File: config.mk
export PLATFORM = sky130hd
export DESIGN_NAME = rib_timer_flat
export DESIGN_NICKNAME = d
export VERILOG_FILES = /design/src/rtl/rib_timer_if.sv /design/src/rtl/rib_timer.sv /design/src/flat_wrapper.sv
export SDC_FILE = /design/constraint.sdc
export NUM_CORES = 1
export LEC_CHECK = 0
export ABC_AREA = 1
export CORE_ASPECT_RATIO = 0.9
export CORE_UTILIZATION = 27
export CTS_CLUSTER_SIZE = 24
export DETAILED_ROUTE_END_ITERATION = 8
export GPL_TIMING_DRIVEN = 0
export PLACE_DENSITY = 0.46
export SLEW_MARGIN = 10
export SYNTH_ARGS = -nofsm -noshare
export SYNTH_HDL_FRONTEND = slang
export SYNTH_SLANG_ARGS = --single-unit
File: constraint.sdc
create_clock -name clk -period 2.65 [get_ports clk]
set_clock_uncertainty 0.05 [all_clocks]
set_input_delay 0.53 -clock clk [delete_from_list [all_inputs] [get_ports clk]]
set_output_delay 0.53 -clock clk [all_outputs]
set_load 0.05 [all_outputs]
File: src/rtl/rib_timer_if.sv
// rib_timer_if: RIB slave-port signals between the interconnect and the timer
interface rib_timer_if;
    logic [31:0] addr_i;
    logic [31:0] data_i;
    logic        we_i;
    logic [31:0] data_o;
    logic        int_sig_o;

    modport master (output addr_i, data_i, we_i, input data_o, int_sig_o);
    modport slave  (input addr_i, data_i, we_i, output data_o, int_sig_o);
endinterface

File: src/rtl/rib_timer.sv
// rib_timer: RIB slave timer/compare peripheral with prescaler, one-shot/periodic mode and level interrupt
module rib_timer #(
    parameter int          PRESC_W   = 16,
    parameter logic [31:0] VALUE_RST = 32'hFFFF_FFFF
) (
    input logic       clk,
    input logic       rst,
    rib_timer_if.slave bus
);
    logic               en, ie, auto_rl, pend;
    logic [PRESC_W-1:0] presc, pre;
    logic [31:0]        value, count;
    logic [5:0]         off;
    logic               wr_ctrl, wr_presc, wr_value, wr_count;
    logic               tick, match;
    logic               unused_addr;

    assign off         = bus.addr_i[7:2];
    assign unused_addr = ^{bus.addr_i[31:8], bus.addr_i[1:0]};
    assign wr_ctrl     = bus.we_i && off == 6'd0;
    assign wr_presc    = bus.we_i && off == 6'd1;
    assign wr_value    = bus.we_i && off == 6'd2;
    assign wr_count    = bus.we_i && off == 6'd3;
    assign tick        = en && pre == presc;
    assign match       = tick && count == value && !wr_count;
    assign bus.int_sig_o = pend & ie;

    // Register read mux; unmapped offsets read as zero
    always_comb begin
        bus.data_o = off == 6'd0 ? {28'h0, pend, auto_rl, ie, en} :
                     off == 6'd1 ? 32'(presc) :
                     off == 6'd2 ? value :
                     off == 6'd3 ? count : 32'h0;
    end

    // Counting runs first; software writes later in the block override it, except a PEND set beats W1C
    always_ff @(posedge clk) begin
        if (rst) begin
            en      <= 1'b0;
            ie      <= 1'b0;
            auto_rl <= 1'b0;
            pend    <= 1'b0;
            presc   <= '0;
            pre     <= '0;
            value   <= VALUE_RST;
            count   <= '0;
        end else begin
            if (en) pre <= tick ? '0 : pre + PRESC_W'(1);
            if (tick) count <= count == value ? 32'h0 : count + 32'd1;
            if (match && !auto_rl) en <= 1'b0;
            pend <= match | (pend & ~(wr_ctrl & bus.data_i[3]));
            if (wr_ctrl) begin
                en      <= bus.data_i[0];
                ie      <= bus.data_i[1];
                auto_rl <= bus.data_i[2];
                if (!bus.data_i[0]) pre <= '0;
            end
            if (wr_presc) begin
                presc <= bus.data_i[PRESC_W-1:0];
                pre   <= '0;
            end
            if (wr_value) value <= bus.data_i;
            if (wr_count) begin
                count <= bus.data_i;
                pre   <= '0;
            end
        end
    end
endmodule

File: src/flat_wrapper.sv
// flat-port wrapper written by rule: the top's interface ports become plain ports
module rib_timer_flat 
#(
    parameter int          PRESC_W   = 16,
    parameter logic [31:0] VALUE_RST = 32'hFFFF_FFFF
)
  (clk, rst, bus_addr_i, bus_data_i, bus_we_i, bus_data_o, bus_int_sig_o);
  rib_timer_if bus_i ();
  input logic clk;
  input logic rst;
  input wire logic [$bits(bus_i.addr_i)-1:0] bus_addr_i;
  input wire logic [$bits(bus_i.data_i)-1:0] bus_data_i;
  input wire logic [$bits(bus_i.we_i)-1:0] bus_we_i;
  output wire logic [$bits(bus_i.data_o)-1:0] bus_data_o;
  output wire logic [$bits(bus_i.int_sig_o)-1:0] bus_int_sig_o;
  assign bus_i.addr_i = bus_addr_i;
  assign bus_i.data_i = bus_data_i;
  assign bus_i.we_i = bus_we_i;
  assign bus_data_o = bus_i.data_o;
  assign bus_int_sig_o = bus_i.int_sig_o;
  rib_timer #(.PRESC_W(PRESC_W), .VALUE_RST(VALUE_RST)) u_core (.clk(clk), .rst(rst), .bus(bus_i));
endmodule
==> reports/metrics.yaml <==
critical_path.startpoint_type: "primary input"
crit_chain: "dlygate4sd2_1 -> nor2_4 -> inv_2 -> nor4_4 -> buf_6 -> buf_8 -> nand2_1 -> o211ai_1 -> buf_4"
ys_seq_area_share_pct: 31.14
final-setup-viol-count: 0
final-seq-area_um2: 2002
layout-drive-gt1-share_pct: 12.34
cts_tree: "done"
routed_wl_um: 23460
detail_route.vias_per_cell: 4.734
io_pins: 100
hp-class: "reg2reg"
critPathMaxFanout: 7
synth_area_um2: 6429
crit_type: "in2out"
worstSkewPairLatency_ns: 0.36
cts-root-buf: "clkbuf_16"
post-place-ws_ns: -1.391
r2r_start: "u_core.count[0]"
synthFlopType: "dfxtp_1"
fin_crit_sh_pct: 98.52
r2r-end: "u_core.count[26]"
reg2reg_slack_ns: 0.32
numCtsBuffers: 9
grt_overflow: 0
wire_per_inst_um: 16.43
fmax_ghz: 0.3830
layout.cells.non_filler: 1428
synth_top_area_share_pct: 31.14
fin_area_um2: 7981
grt_max_degree: 19
drt_first_pass_iters: 5
synth.distinct_cells: 36
fin_ws_ns: 0.03918
slew_headroom_pct: 50.53
ir_drop_uv: 301.9
synth_edf_count: 0
fin_nets: 1190
hold_path_depth: 2
grt_pass1_vias: 6140
hold_viol: 0
hold_start: "u_core.presc[2]"
ys_ff_latch: 100
clk_pin_slew_ns: 0.08
drtIter0Drc: 397
hold_path_end: "u_core.presc[2]"
dpl-instance-area_um2: 7537
powerDensity_nw_per_um2: 401.0
path_buf_inv: 5
maxSlewViolCount: 0
place_inst: 1403
start_util_pct: 27.54
drc_errors: 0
critPathSlowestCell: "buf_4"
core_region_area_um2: 23340
end_kind: "output port"
num-fill-cells: 2635
die_w_um: 164.7
hpwlAfterDp_um: 18260
diodes: 0
yosys_warnings: 0
synth_async_sr_flop_share_pct: 0
cts_hold_buf: 0
synth_fp_nets: 1097
cts_num_sinks: 100
netlist_top_cells_area: "dfxtp_1 (31%), nand2_1 (18%), nand3_1 (8.7%)"
place.gp.congestion: 0.8546
antenna_found_initial: 0
port_buffers: 73
track_usage_pct: 19.60
drtAntennaViolNets: 0
rsz0062_at_grt: "no"
power_mw: 3.201
area_growth_pct: 24.15
power.leakage_nw: 3.416
final_core_util_pct: 34.19
critPathArrivalTime_ns: 2.03
fin_crit_ns: 2.611
run_status: "completed"
crit_required_ns: 2.07
worst_path_largest_cell_delay_ns: 0.26
h-tree-depth: 3
die_area_um2: 24430
cap_viol_max_count: 0
synth_area_per_cell_um2: 6.254
multiInputGateArea_um2: 3674
crit_family: "buffers and inverters"
synth_top_cell_by_area: "dfxtp_1"
cts_buffer_depth: 2
via_count: 6760
grt_pass1_wl_um: 35870
die-height_um: 148.4
placementRows: 53
rr_worst_depth: 9
worst_pin_slew_ns: 0.7421
syn_inst: 1028
==> timing repair <==
| action | CTS | global route |
|---|---|---|
| buffers inserted | 7 | 0 |
| setup endpoints to repair | 32 | 13 |
| cloned | 2 | 0 |
| pin swaps | 7 | 1 |
| gates resized for setup | 236 | 3 |
==> routing by layer <==
layer / track usage (%) / up-vias / wire length (um)
met5: 0 / - / 0
met4: 3.991 / 0 / 196
met2: 27.84 / 162 / 9643
met1: 30.68 / 3149 / 12350
met3: 2.733 / 11 / 1267
li1: - / 3438 / -
==> layout by cell type (no fill, tap or decap), types with 3 or more instances in the layout <==
cell               n
nand2_1          313
inv_1            120
nand3_1          112
dfxtp_1          100
nor2_1            90
a21oi_1           60
clkdlybuf4s50_1   35
o21ai_0           33
xnor2_1           33
buf_2             30
xor2_1            23
buf_4             21
buf_6             18
a22oi_1           13
clkbuf_16         11
inv_2             10
clkbuf_1          10
clkbuf_2           8
nor3_1             7
o21ai_1            6
o221ai_1           6
nand2_2            6
nor2_4             5
nand4_1            5
nand3_2            5
dlygate4sd2_1      5
a22o_1             4
nor2_2             4
o211ai_1           3
nor3b_1            3
==> cell families (layout without fill, tap and decap cells) <==
group                      Yosys count  after routing  share of synthesized area, %
AOI/OAI and AO/OA                  130            130                         11.39
adders and majority gates            2              2                        0.3892
and+or+nand+nor                    555            555                         37.14
buffers and inverters              185            283                         12.32
DFF                                100            100                         31.14
xor gates and xnor gates            56             56                         7.629
==> tightest hold or removal path: cells and delay by family (launching register included) <==
family | cells | cell delay (ns)
flops | 1 | 0.33
compound gates | 1 | 0.05
buf+inv | 1 | 0.07
==> through the flow <==
stage / TNS [ns] / hold slack [ns]
global placement: -42.83 / 0.4391
detailed placement: -41.16 / 0.4333
floorplan: -1.318 / 0.4071
global route: 0 / 0.4797
finish: 0 / 0.4514
CTS: 0 / 0.4478
==> worst max path at each step <==
stage	start	endpoint	cells past startpoint
floorplan	bus_addr_i[7]	bus_data_o[22]	4
global placement	bus_addr_i[7]	bus_data_o[15]	8
detailed placement	bus_addr_i[7]	bus_data_o[15]	8
CTS	bus_addr_i[6]	bus_data_o[12]	9
global route	bus_addr_i[7]	bus_data_o[3]	9
finish	bus_addr_i[7]	bus_data_o[3]	9
==> registers in the layout (all words and copies together), names as in the netlist <==
signal,flops
u_core.count,32
u_core.value,32
u_core.pre,16
u_core.presc,16
u_core.auto_rl,1
u_core.en,1
u_core.ie,1
u_core.pend,1
==> power breakdown <==
group | switching [mW] | internal, mW | leakage [nW]
registers | 0.00762 | 1.51 | 0.807
clock network | 0.701 | 0.754 | 0.150
logic | 0.137 | 0.0924 | 2.46
total | 0.846 | 2.36 | 3.42
==> Yosys cell counts, types with 7 or more instances <==
cell type,number
a22oi_1,13
nor2_1,90
a21oi_1,60
nand3_1,112
clkbuf_1,14
nor3_1,7
nand2_1,313
buf_2,22
xor2_1,23
o21ai_0,40
dfxtp_1,100
inv_1,123
xnor2_1,33
clkbuf_2,7
inv_2,8
==> layout make-up <==
cell class                 count  area share, %
multi-input combinational    743          46.03
sequential                   100          25.08
timing repair buffer          82          9.594
inverter                     132          6.239
tap                          302          4.734
buffer                        53          4.468
clock buffer                   9          2.822
clock inverter                 7          1.035
Power figures use the tool's default switching activity.
